### src/rtl/paralelo_serial_tx_pkg.sv
// Shared constants for the serial PHY: byte width, comma character and default preamble length.
// Imported by the transmit serializer and its receive-side counterpart.
package paralelo_serial_tx_pkg;

    localparam int BYTE_W         = 8;
    localparam int BIT_CNT_W      = 3;
    localparam int BYTE_IDX_W     = 4;
    localparam int N_SYNC_DEFAULT = 4;

    localparam logic [BYTE_W-1:0] COMMA_BYTE = 8'hBC;

endpackage

### src/rtl/paralelo_serial_tx.sv
// Byte-to-serial transmitter: sends an N_SYNC comma preamble after reset, then
// shifts accepted bytes out MSB-first, filling unused slots with commas.
module paralelo_serial_tx
    import paralelo_serial_tx_pkg::*;
#(
    parameter int                N_SYNC = N_SYNC_DEFAULT,
    parameter logic [BYTE_W-1:0] COMMA  = COMMA_BYTE
) (
    input  logic              clk_32f,
    input  logic              reset_L,
    input  logic [BYTE_W-1:0] data_in,
    input  logic              valid_in,
    output logic              ready_out,
    output logic              data_out,
    output logic              active_out
);

    localparam logic [BYTE_IDX_W-1:0] SYNC_LAST = BYTE_IDX_W'(N_SYNC - 1);
    localparam logic [BYTE_IDX_W-1:0] SYNC_DONE = BYTE_IDX_W'(N_SYNC);
    localparam logic [BIT_CNT_W-1:0]  BIT_LAST  = BIT_CNT_W'(BYTE_W - 1);

    logic [BIT_CNT_W-1:0]  bit_cnt_reg, bit_cnt_next;
    logic [BYTE_IDX_W-1:0] byte_idx_reg, byte_idx_next;
    logic [BYTE_W-1:0]     shreg_reg, shreg_next;
    logic [BYTE_W-1:0]     hold_reg, hold_next;
    logic                  hold_valid_reg, hold_valid_next;
    logic                  data_out_reg, data_out_next;
    logic                  active_reg, active_next;

    logic              slot_start;
    logic              slot_end;
    logic              accept;
    logic [BYTE_W-1:0] load_byte;

    // Handshake opens only on the last bit of a slot, so an accepted byte
    // is always consumed by the very next slot start.
    always_comb begin
        slot_start = (bit_cnt_reg == '0);
        slot_end   = (bit_cnt_reg == BIT_LAST);
        ready_out  = slot_end && (byte_idx_reg >= SYNC_LAST);
        accept     = valid_in && ready_out;
        load_byte  = hold_valid_reg ? hold_reg : COMMA;
    end

    always_comb begin
        bit_cnt_next    = bit_cnt_reg + 1'b1;
        byte_idx_next   = byte_idx_reg;
        shreg_next      = shreg_reg;
        hold_next       = hold_reg;
        hold_valid_next = hold_valid_reg;
        data_out_next   = shreg_reg[BIT_LAST - bit_cnt_reg];
        active_next     = active_reg;

        if (slot_end && (byte_idx_reg != SYNC_DONE)) begin
            byte_idx_next = byte_idx_reg + 1'b1;
        end

        if (slot_start) begin
            shreg_next      = load_byte;
            data_out_next   = load_byte[BYTE_W-1];
            hold_valid_next = 1'b0;
            if (byte_idx_reg == SYNC_DONE) begin
                active_next = 1'b1;
            end
        end

        if (accept) begin
            hold_next       = data_in;
            hold_valid_next = 1'b1;
        end
    end

    always_ff @(posedge clk_32f) begin
        if (!reset_L) begin
            bit_cnt_reg    <= '0;
            byte_idx_reg   <= '0;
            shreg_reg      <= '0;
            hold_reg       <= '0;
            hold_valid_reg <= 1'b0;
            data_out_reg   <= 1'b0;
            active_reg     <= 1'b0;
        end else begin
            bit_cnt_reg    <= bit_cnt_next;
            byte_idx_reg   <= byte_idx_next;
            shreg_reg      <= shreg_next;
            hold_reg       <= hold_next;
            hold_valid_reg <= hold_valid_next;
            data_out_reg   <= data_out_next;
            active_reg     <= active_next;
        end
    end

    assign data_out   = data_out_reg;
    assign active_out = active_reg;

endmodule
### config.mk
export PLATFORM = sky130hd
export DESIGN_NAME = paralelo_serial_tx
export DESIGN_NICKNAME = d
export VERILOG_FILES = /design/src/rtl/paralelo_serial_tx_pkg.sv /design/src/rtl/paralelo_serial_tx.sv
export SDC_FILE = /design/constraint.sdc
export NUM_CORES = 1
export LEC_CHECK = 0
export ABC_AREA = 1
export CORE_AREA = 2 2 60 48
export DETAILED_ROUTE_END_ITERATION = 6
export DIE_AREA = 0 0 62 50
export PLACE_DENSITY = 0.7
export SYNTH_ARGS = -nofsm -noshare
export SYNTH_HDL_FRONTEND = slang
export SYNTH_SLANG_ARGS = --single-unit
### constraint.sdc
create_clock -name clk_32f -period 1.7 [get_ports clk_32f]
set_input_delay 0.17 -clock clk_32f [delete_from_list [all_inputs] [get_ports clk_32f]]
set_output_delay 0.17 -clock clk_32f [all_outputs]
set_load 0.02 [all_outputs]
Yosys cells after proc, flatten, opt, wreduce, memory -nomap -nowiden
Index checks and enable logic that the tools add are counted.
- register bits after elaboration: 26
- input bits: 11
- output and inout bits: 3
- logic and storage cells: 27
- $add $sub $neg: 3
- magnitude comparators: 2
- equal/unequal tests: 3
- muxes and demuxes: 6
- reductions and logical operators: 6
- operators with widths (kind ; number):
    two-way mux 8 bit ; 1
    adder 4 x 1 -> 4 bit (second input constant) ; 1
    equality test 4 x 3 -> 1 bit (second input constant) ; 1
    greater-or-equal comparator 4 x 2 -> 1 bit (second input constant) ; 1
    < comparator 3 x 4 -> 1 bit (second input constant) ; 1
    two-way mux 1 bit ; 4
    != test 4 x 3 -> 1 bit (second input constant) ; 1
    adder 3 x 1 -> 3 bit (second input constant) ; 1
    binary-select mux 1 bit (select 3 bit) ; 1
    equality test 3 bit (second input constant) ; 1
    logical AND 1 bit ; 3
    zero test 3 bit ; 1
    subtractor 3 bit (first input constant) ; 1
    AND reduction 2 bit ; 1
    nonzero test 2 bit ; 1

Logic depth before layout (Yosys ltp)
Gate-level depths: netlist of run 1.
- depth after elaboration: 4
- gate-level depth with buffers: 8
- depth with buffers taken out: 8

Least setup slack after synthesis of run 1
OpenSTA, ideal clock, no wires.
- path type: flip-flop to flip-flop
- from: register bit_cnt_reg[0]
- to: register hold_reg[0]
- library setup time: 0.132 ns
- arrival time: 1.329 ns
- required time: 1.568 ns
- path slack: 0.239 ns
- cell stages (with the launch flop): 8
- buffers on the path: 0
- period minus slack after synthesis: 1.461 ns
- cell sequence: dfxtp_1 ha_1 ha_1 inv_1 a21oi_4 nand2_4 nand2_1 a21oi_1
- longest elaborated chain between the ends: 3
- RTL lines (element ; RTL line ; text):
    start: declaration ; paralelo_serial_tx.sv:22 ; logic [BIT_CNT_W-1:0] bit_cnt_reg, bit_cnt_next;
    start signal: assignment ; paralelo_serial_tx.sv:83 ; bit_cnt_reg <= bit_cnt_next;
    equality test 3 bit ; paralelo_serial_tx.sv:39 ; slot_end = (bit_cnt_reg == BIT_LAST);
    logical AND 1 bit ; paralelo_serial_tx.sv:40 ; ready_out = slot_end && (byte_idx_reg >= SYNC_LAST);
    named net ready_out ; paralelo_serial_tx.sv:13 ; output logic ready_out,
    logical AND 1 bit ; paralelo_serial_tx.sv:41 ; accept = valid_in && ready_out;
    end signal: assignment ; paralelo_serial_tx.sv:86 ; hold_reg <= hold_next;
    end: declaration ; paralelo_serial_tx.sv:25 ; logic [BYTE_W-1:0] hold_reg, hold_next;
The timed path passes the listed nets, and every way through them passes these cells.
A chain may end at the register's enable or synchronous reset.

Final worst setup path of run 1
- from: register bit_cnt_reg[0]
- to: register shreg_reg[1]
- longest elaborated chain between the ends: 1
- RTL lines (element ; RTL line ; text):
    zero test 3 bit ; paralelo_serial_tx.sv:38 ; slot_start = (bit_cnt_reg == '0);
    end signal: assignment ; paralelo_serial_tx.sv:85 ; shreg_reg <= shreg_next;
    end: declaration ; paralelo_serial_tx.sv:24 ; logic [BYTE_W-1:0] shreg_reg, shreg_next;
Every way passes these cells.

==> out/results.tsv, run 1 <==
stage	metric	value	unit
worst_setup_path	rr_endpoint	shreg_reg[1]	
power_and_ir_drop	power_frac_comb	0.155	
final_layout	multi_input_area	491.7	sq um
flow_run	max_cap_violations	0	
worst_setup_path	cp-start-kind	flop	
synthesis	synth_top_area_cell	dfxtp_1	
synthesis	ys_types	18	
clock_network	cts_buffers	3	
worst_setup_path	cp_data_arrival_time	1.74	ns
worst_setup_path	worst-path-buf-inv	4	
sta	maxSlewHeadroom	0.6843	
floorplan	start_util	0.4520	
worst_setup_path	crit_required	1.90	ns
final_layout	fill_cells	245	
clock_network	holdBufCountCts	0	
power_and_ir_drop	leakage	0.5532	nW
worst_setup_path	crit_chain	buf_4 > inv_1 > ha_1 > inv_1 > nor2_4 > inv_2 > a21oi_1 > a211oi_1	
place	dp_slack	0.04033	ns
clock_network	cts_setup_buffers	0	
worst_setup_path	endpoint	shreg_reg[1]	
global_route	grt_overflow	0	
synthesis	synth_ff_type	dfxtp_1	
floorplan	io_pins	14	
place	place_area	0.001328	sq mm
global_route	grt_pass1_vias	872	
worst_setup_path	cp_top_family	buffers and inverters	
power_and_ir_drop	p_clk_frac	0.237	
sta	slew_violations	0	
drt	post-route-drc-count	0	
sta	setup_viol	0	
worst_setup_path	cp_common_cell	inv_1	
power_and_ir_drop	p_per_area	794.4	mW/mm^2
final_layout	post-route-cell-area	0.001348	sq mm
final_layout	diodes	0	
sta	hold_viol_final	0	
sta	finClkSkew	0.002280	ns
synthesis	synth_edf_count	0	
floorplan	die_area	0.003100	sq mm
min_path	hold_class	in2reg	
clock_network	clk_pin_slew	0.13	ns
clock_network	clock_latency	0.31	ns
synthesis	async_reset_ff_frac	0	
power_and_ir_drop	irDropWorstVdd	689.0	uV
synthesis	ys_ff_latch	26	
clock_network	cts-root-buf	clkbuf_4	
synthesis	syn_area	0.001131	sq mm
drt	vias	932	
sta	finalCriticalPeriod	1.546	ns
final_layout	area_growth	19.14	%
worst_setup_path	path_depth	8	
sta	fin_ws	0.1541	ns
synthesis	synth_nets	166	
run_status	status	completed	
global_route	antenna_found_initial	0	
worst_setup_path	ff2ff_setup_slack	0.15	ns
drt	avgViaCountPerCell	4.591	
synthesis	postSynthCellCount	150	
final_layout	nNetsFinal	185	
synthesis	synth_common_cells	nand2_1 (28), inv_1 (27), dfxtp_1 (26)	
sta	fin_crit_sh	0.9093	
global_route	grt_first_pass_wirelength	3594	um
worst_setup_path	r2r_start	bit_cnt_reg[0]	
place	gp_congestion	0.7970	
clock_network	cts_buffer_depth	2	
worst_setup_path	crit_type	reg2reg	
floorplan	rows	16	
global_route	grt_max_degree	16	
sta	tns	0	ns
power_and_ir_drop	p_switching	0.0002746	W
power_and_ir_drop	p_int	0.0007958	W
worst_setup_path	cpMaxStageDelayCell	dfxtp_1	
worst_setup_path	rr_worst_depth	8	
synthesis	seq_area_frac_synth	0.4602	
clock_network	cts.sinks	26	
place	io_buffers	13	
drt	drtIter0Drc	23	
floorplan	die_w	62	um
clock_network	htreeDepth	1	
sta	fmaxAchievable	0.6469	GHz
floorplan	core_region_area	0.002502	sq mm
global_route	grt_util_all_layers	0.1537	
floorplan	die_h	50	um
final_layout	seq_area	520.5	sq um
synthesis	syn_avg_cell_area	7.541	sq um
worst_setup_path	slowest_delay	0.34	ns
power_and_ir_drop	p_seq_frac	0.609	
drt	dr.pass1.iters	4	
drt	ant_nets	0	
synthesis	yosysMostFrequentCell	nand2_1	
synthesis	yosysWarnings	0	
drt	wl_per_cell	9.892	um
synthesis	synth_area_leaders	dfxtp_1 (46%), nand2_1 (9.3%), inv_1 (9.0%), a21oi_1 (6.6%), nand3_1 (6.6%)	
power_and_ir_drop	switching_share	0.2565	
sta	rsz0062_at_grt	no	
synthesis	yosys.area.top_type_share	0.4602	
worst_setup_path	path_max_fanout	10	
clock_network	cts_tree	yes	
worst_setup_path	startpoint	bit_cnt_reg[0]	
drt	wl	2008	um
sta	tightest_slew	0.4731	ns
final_layout	final_layout_size_suffix_gt1_frac	0.08383	
worst_setup_path	cp-end-kind	flop	
-- repair_timing --
item                       CTS  global route
pin swaps                    0             0
hold endpoints to repair     0             0
gates resized for setup      3             2
setup endpoints to repair    1             1
-- metal layers --
layer,share of wire,global-route usage
met1,0.51,0.2071
met2,0.45,0.2326
met3,0.041,0.05512
met4,0,0.03546
met5,0,0
-- placed cells by master, fill, tap and decap left out --
cell | Yosys | final
nor3_1 | 2 | 2
nor2_1 | 8 | 8
dfxtp_1 | 26 | 26
a31oi_1 | 4 | 4
clkdlybuf4s50_1 | 0 | 12
ha_2 | 0 | 1
a21oi_1 | 15 | 15
clkbuf_4 | 0 | 3
buf_2 | 1 | 1
ha_1 | 5 | 4
nand2_1 | 28 | 28
a21oi_4 | 1 | 1
inv_1 | 27 | 27
inv_2 | 1 | 1
nand3_1 | 15 | 15
nor2_4 | 1 | 1
o21ai_0 | 9 | 9
buf_4 | 0 | 5
a211oi_1 | 3 | 3
nand2_4 | 1 | 1
-- worst reg2reg max path, stage by stage, from the launching register on --
cell	delay, ns
dfxtp_1	0.34
buf_4	0.15
inv_1	0.13
ha_1	0.19
inv_1	0.07
nor2_4	0.19
inv_2	0.13
a21oi_1	0.18
a211oi_1	0.06
-- worst min-delay path by stage --
stage / cells after the start / to / startpoint / slack, ns
6_report: 3 / hold_reg[7] / data_in[7] / 0.42
5_1_grt: 3 / hold_reg[7] / data_in[7] / 0.39
4_1_cts: 3 / hold_reg[7] / data_in[7] / 0.41
3_5_place_dp: 2 / shreg_reg[2] / hold_reg[2] / 0.45
3_3_place_gp: 2 / hold_reg[4] / hold_reg[4] / 0.45
2_1_floorplan: 2 / shreg_reg[2] / reset_L / 0.31
-- cells by family (layout without fill, tap and decap cells) --
family,after synthesis,count (layout),synth area share
flops,26,26,0.4602
fa+ha+maj,5,5,0.05531
buf+inv,32,49,0.1073
compound gates,32,32,0.1626
simple gates,55,55,0.2146
-- cell type report --
type                            count  area share
Clock buffer                        3     0.01671
Inverter                           28     0.07799
Multi-Input combinational cell     92      0.3649
Sequential cell                    26      0.3863
Tap cell                           36     0.03343
Timing Repair Buffer               18      0.1207
-- metrics by stage --
stage	util	total power, W	hold WS [ns]	cells
after CTS	0.5400	0.001082	0.4111	203
after floorplan	-	0.0007673	0.3083	150
after detailed placement	0.5305	0.0008308	0.4520	200
final	0.5385	0.001070	0.4192	203
after global routing	0.5385	0.001143	0.3936	203
after global placement	0.5305	0.0008274	0.4511	200
-- power groups by stage --
stage	sequential (W)	combinational, W	clock (W)
4_1_cts	0.000652	0.000166	0.000263
6_report	0.000652	0.000166	0.000253
2_1_floorplan	0.000671	0.0000965	0
5_1_grt	0.000657	0.000190	0.000297
3_5_place_dp	0.000665	0.000165	0
3_3_place_gp	0.000664	0.000163	0
No activity file was read; power rests on OpenSTA's default activity.
==> inputs of run 2 (changes only) <==
Clock period 1.7 ns to 1.55 ns, I/O delays scaled along.
==> out/results.tsv, run 2 (synthesis gave the netlist of run 1 again) <==
stage	metric	value	unit	change
power_and_ir_drop	leakage	0.5983	nW	+8.1%
drt	vias	991		+6.3%
final_layout	area_growth	27.21	%	
place	place_area	0.001358	sq mm	+2.3%
power_and_ir_drop	p_per_area	966.2	mW/mm^2	+22%
global_route	grt_first_pass_wirelength	3857	um	+7.3%
final_layout	post-route-cell-area	0.001439	sq mm	+6.8%
floorplan	io_pins	14		unchanged
floorplan	die_h	50	um	unchanged
final_layout	nNetsFinal	191		+3.2%
floorplan	start_util	0.4520		unchanged
sta	fmaxAchievable	0.6702	GHz	
clock_network	cts_buffers	3		unchanged
global_route	grt_util_all_layers	0.1638		+0.01005
place	place_hpwl	1694	um	
flow_run	max_cap_violations	0		unchanged
min_path	hold_depth	3		unchanged
worst_setup_path	cp-end-kind	primary output		
place	io_buffers	13		unchanged
drt	wl	2254	um	+12%
final_layout	final_cell_mix	nand2_1 (28), inv_1 (26), dfxtp_1 (24), nand3_1 (15), a21oi_1 (13)		
drt	avgViaCountPerCell	4.719		+2.8%
power_and_ir_drop	p_total	0.001390	W	+30%
sta	hold_viol_final	0		unchanged
clock_network	clk_pin_slew	0.15	ns	+0.02 ns
worst_setup_path	crit_type	reg2out		
sta	tns	0	ns	unchanged
run_status	status	completed		
drt	ant_nets	0		unchanged
final_layout	mostFrequentLayoutCell	nand2_1		
global_route	antenna_found_initial	0		unchanged
worst_setup_path	crit_required	1.39	ns	-0.51 ns
worst_setup_path	cp_data_arrival_time	1.34	ns	-0.40 ns
sta	slew_violations	0		unchanged
final_layout	diodes	0		unchanged
worst_setup_path	r2r_start	bit_cnt_reg[0]		
worst_setup_path	rr_worst_depth	8		unchanged
min_path	min-delay-start	data_in[0]		
floorplan	die_w	62	um	unchanged
drt	wl_per_cell	10.73	um	+8.5%
min_path	hold_class	in2reg		
floorplan	core_region_area	0.002502	sq mm	unchanged
global_route	grt_max_degree	16		unchanged
clock_network	clock_latency	0.32	ns	about the same
global_route	grt_pass1_vias	929		+6.5%
global_route	grt_overflow	0		unchanged
sta	tightest_slew	0.4934	ns	+0.02038 ns
sta	fin_crit_sh	0.9626		
clock_network	cts.sinks	26		unchanged
floorplan	die_area	0.003100	sq mm	unchanged
drt	post-route-drc-count	0		unchanged
min_path	whs_endpoint	hold_reg[0]		
worst_setup_path	path_max_fanout	2		-8
sta	maxSlewHeadroom	0.6707		-0.01360
sta	finClkSkew	0.007011	ns	+0.004731 ns
drt	dr.pass1.iters	4		unchanged
floorplan	rows	16		unchanged
final_layout	final_layout_size_suffix_gt1_frac	0.1494		+0.06559
worst_setup_path	rr_endpoint	hold_reg[7]		
sta	finalCriticalPeriod	1.492	ns	
drt	drtIter0Drc	14		-39%
worst_setup_path	cp-start-kind	flop		
worst_setup_path	ff2ff_setup_slack	0.14	ns	about the same
power_and_ir_drop	irDropWorstVdd	658.1	uV	-4.5%
clock_network	htreeDepth	1		unchanged
clock_network	cts-root-buf	clkbuf_4		
final_layout	fill_cells	233		-4.9%
sta	setup_viol	0		unchanged
place	gp_congestion	0.8076		+1.3%
clock_network	cts_tree	yes		
clock_network	cts_buffer_depth	2		unchanged
-- run 2: cell count changes in the layout (fill, tap and decap cells not counted), sizes merged --
cell,previous run,this run
buf,6,12
bufinv,0,1
-- run 2: worst max path at each step --
stage              startpoint     endpoint
2_1_floorplan  bit_cnt_reg[0]  hold_reg[0]
3_3_place_gp   bit_cnt_reg[0]    ready_out
3_5_place_dp   bit_cnt_reg[0]    ready_out
4_1_cts        bit_cnt_reg[0]    ready_out
5_1_grt        bit_cnt_reg[0]    ready_out
6_report       bit_cnt_reg[0]    ready_out
-- run 2: per-stage QoR --
step           hold slack (ns)  worst slack [ns]  utilization  std cells
2_1_floorplan           0.2933           0.08857            -        150
3_3_place_gp            0.4510          -0.05237       0.5425        204
3_5_place_dp            0.4527          -0.07067       0.5425        204
4_1_cts                 0.3930          0.009019       0.5625        208
5_1_grt                 0.3890          -0.01544       0.5750        210
6_report                0.3924           0.05799       0.5750        210
-- run 2: metal layers --
layer	wire length, um	part of all wire	GRT usage
met1	1100	0.49	0.2253
met2	1056	0.47	0.2639
met3	98	0.043	0.04724
met4	0	0	0.01064
met5	0	0	0
-- run 2: power by group --
part	internal [W]	switching [W]
clock	0.000262	0.000205
sequential	0.000703	0.0000133
combinational	0.0000986	0.000109
total	0.00106	0.000327
-- run 2: cell type report --
class / count / area [sq um] / area share
Clock buffer: 3 / 22.52 / 0.01565
Clock inverter: 1 / 30.03 / 0.02087
Inverter: 28 / 105.1 / 0.07304
Multi-Input combinational cell: 92 / 499.2 / 0.3470
Sequential cell: 26 / 523.0 / 0.3635
Tap cell: 36 / 45.04 / 0.03130
Timing Repair Buffer: 24 / 214.0 / 0.1487
-- run 2: worst max-delay path, stage by stage (launching register included) --
cell and delay, ns:
dfxtp_2 0.36, ha_1 0.15, ha_2 0.20, inv_2 0.06, a21oi_4 0.12, buf_6 0.13
-- run 2: timing repair --
action                                  in CTS  in global routing
endpoints found under the setup margin       1                  4
gates resized for setup                      5                  8
setup buffers                                0                  2
hold buffers                                 0                  0
pin swaps                                    0                  1
==> inputs of run 3 (changes only) <==
Settings changed: GPL_ROUTABILITY_DRIVEN set to 0, REMOVE_ABC_BUFFERS set to 1.
==> out/results.tsv, run 3 (synthesis gave the netlist of run 1 again) <==
stage	metric	value	unit	change
power_and_ir_drop	switching_share	0.2342		-0.001099
final_layout	diodes	0		unchanged
clock_network	htreeDepth	1		unchanged
final_layout	final_layout_size_suffix_gt1_frac	0.1287		-0.02077
flow_run	max_cap_violations	0		unchanged
floorplan	core_region_area	0.002502	sq mm	unchanged
place	place_hpwl	1727	um	+1.9%
worst_setup_path	path_max_fanout	2		unchanged
final_layout	fill_cells	239		+2.6%
worst_setup_path	slowest_delay	0.36	ns	about the same
worst_setup_path	crit_chain	ha_1 > ha_2 > inv_2 > a21oi_4 > buf_6		
final_layout	area_growth	24.56	%	
sta	setup_viol	0		unchanged
run_status	status	completed		
floorplan	rows	16		unchanged
drt	ant_nets	0		unchanged
power_and_ir_drop	p_seq_frac	0.523		+0.008
power_and_ir_drop	p_per_area	972.8	mW/mm^2	+0.68%
global_route	grt_first_pass_wirelength	3781	um	-2.0%
drt	wl	2241	um	-0.58%
clock_network	cts_setup_buffers	0		unchanged
worst_setup_path	cpMaxStageDelayCell	dfxtp_2		
clock_network	clk_pin_slew	0.14	ns	about the same
drt	vias	982		-0.91%
power_and_ir_drop	p_total	0.001371	W	-1.4%
final_layout	mostFrequentLayoutCell	nand2_1		
power_and_ir_drop	leakage	0.5839	nW	-2.4%
global_route	antenna_found_initial	0		unchanged
drt	post-route-drc-count	0		unchanged
power_and_ir_drop	p_switching	0.0003210	W	-1.9%
floorplan	start_util	0.4520		unchanged
sta	rsz0062_at_grt	yes		
final_layout	final_core_util	0.5630		-0.01200
sta	fmaxAchievable	0.6822	GHz	+1.8%
sta	hold_viol_final	0		unchanged
clock_network	cts_buffers	3		unchanged
drt	wl_per_cell	10.83	um	+0.86%
sta	finalCriticalPeriod	1.466	ns	-0.02614 ns
clock_network	cts_buffer_depth	2		unchanged
sta	finClkSkew	0.005928	ns	-0.001083 ns
final_layout	post-route-cell-area	0.001409	sq mm	-2.1%
final_layout	nNetsFinal	188		-1.6%
sta	tightest_slew	0.4595	ns	-0.03392 ns
sta	tns	0	ns	unchanged
worst_setup_path	cp-start-kind	flop		
worst_setup_path	crit_required	1.39	ns	about the same
clock_network	cts.sinks	26		unchanged
power_and_ir_drop	power_frac_comb	0.138		-0.011
global_route	grt_overflow	0		unchanged
drt	drtIter0Drc	33		+19
drt	dr.pass1.iters	4		unchanged
global_route	grt_util_all_layers	0.1654		+0.001662
worst_setup_path	worst-path-buf-inv	2		unchanged
power_and_ir_drop	p_int	0.001050	W	-1.3%
place	io_buffers	13		unchanged
worst_setup_path	cp-end-kind	primary output		
floorplan	die_h	50	um	unchanged
global_route	grt_pass1_vias	925		-0.43%
floorplan	io_pins	14		unchanged
final_layout	final_cell_mix	nand2_1 (28), inv_1 (25), dfxtp_1 (24), a21oi_1 (15), nand3_1 (15)		
sta	timing.hold.ws	0.3963	ns	+0.003854 ns
worst_setup_path	crit_type	reg2out		
sta	slew_violations	0		unchanged
clock_network	cts_tree	yes		
clock_network	cts-root-buf	clkbuf_4		
floorplan	die_area	0.003100	sq mm	unchanged
clock_network	holdBufCountCts	0		unchanged
power_and_ir_drop	p_clk_frac	0.340		+0.004
min_path	hold_class	in2reg		
floorplan	die_w	62	um	unchanged
worst_setup_path	cp_data_arrival_time	1.31	ns	-0.03 ns
clock_network	clock_latency	0.32	ns	about the same
power_and_ir_drop	irDropWorstVdd	606.5	uV	-7.8%
sta	maxSlewHeadroom	0.6933		+0.02264
drt	avgViaCountPerCell	4.744		+0.53%
worst_setup_path	cp_top_family	flip-flops		
global_route	grt_max_degree	16		unchanged
sta	fin_crit_sh	0.9457		-0.01686
place	place_area	0.001350	sq mm	-0.55%
-- run 3: changes by cell type in the layout (fill, tap and decap cells not counted), sizes merged --
cell and change:
buf -3
-- run 3: metrics by stage --
stage	setup WS [ns]	std cells
floorplan	0.08764	146
global placement	-0.02853	203
detailed placement	-0.07105	203
CTS	0.005911	207
global route	-0.01691	207
finish	0.08412	207
-- run 3: worst paths after layout --
path | startpoint | endpoint | slack [ns] | cells past startpoint
setup / recovery | bit_cnt_reg[1] | ready_out | 0.08 | 5
hold / removal | data_in[0] | hold_reg[0] | 0.40 | 3
setup reg to reg | bit_cnt_reg[1] | hold_reg[3] | 0.16 | 8
hold reg to reg | shreg_reg[7] | shreg_reg[7] | 0.47 | 2
-- run 3: tightest hold or removal path, stage by stage --
cell and delay [ns]:
clkdlybuf4s50_1 0.40, nand3_1 0.08, a21oi_1 0.06
-- run 3: area by class of cell --
cell class,count,area (sq um),area share
clock inverter,1,30.03,0.02131
tap,36,45.04,0.03197
multi-input combinational,92,491.7,0.3490
timing repair buffer,21,191.4,0.1359
sequential,26,523.0,0.3712
inverter,28,105.1,0.07460
clock buffer,3,22.52,0.01599
-- run 3: timing repair --
action,4_1_cts,5_1_grt
gates resized for setup,5,6
cloned,0,0
endpoints found under the setup margin,1,6
pin swaps,0,0
-- run 3: routing by layer --
metal / wire [um] / up-vias / part of all wire / GRT usage
met4: 19 / 0 / 0.0085 / 0.04255
li1: - / 522 / - / -
met3: 123 / 2 / 0.055 / 0.04724
met5: 0 / - / 0 / 0
met1: 1092 / 435 / 0.49 / 0.2094
met2: 1006 / 23 / 0.45 / 0.2708
-- run 3: power by group through the flow --
stage	clock [W]	combinational, W	sequential [W]
floorplan	0	0.0000992	0.000736
global placement	0	0.000183	0.000729
detailed placement	0	0.000186	0.000731
CTS	0.000476	0.000187	0.000716
global route	0.000499	0.000213	0.000721
finish	0.000466	0.000188	0.000716
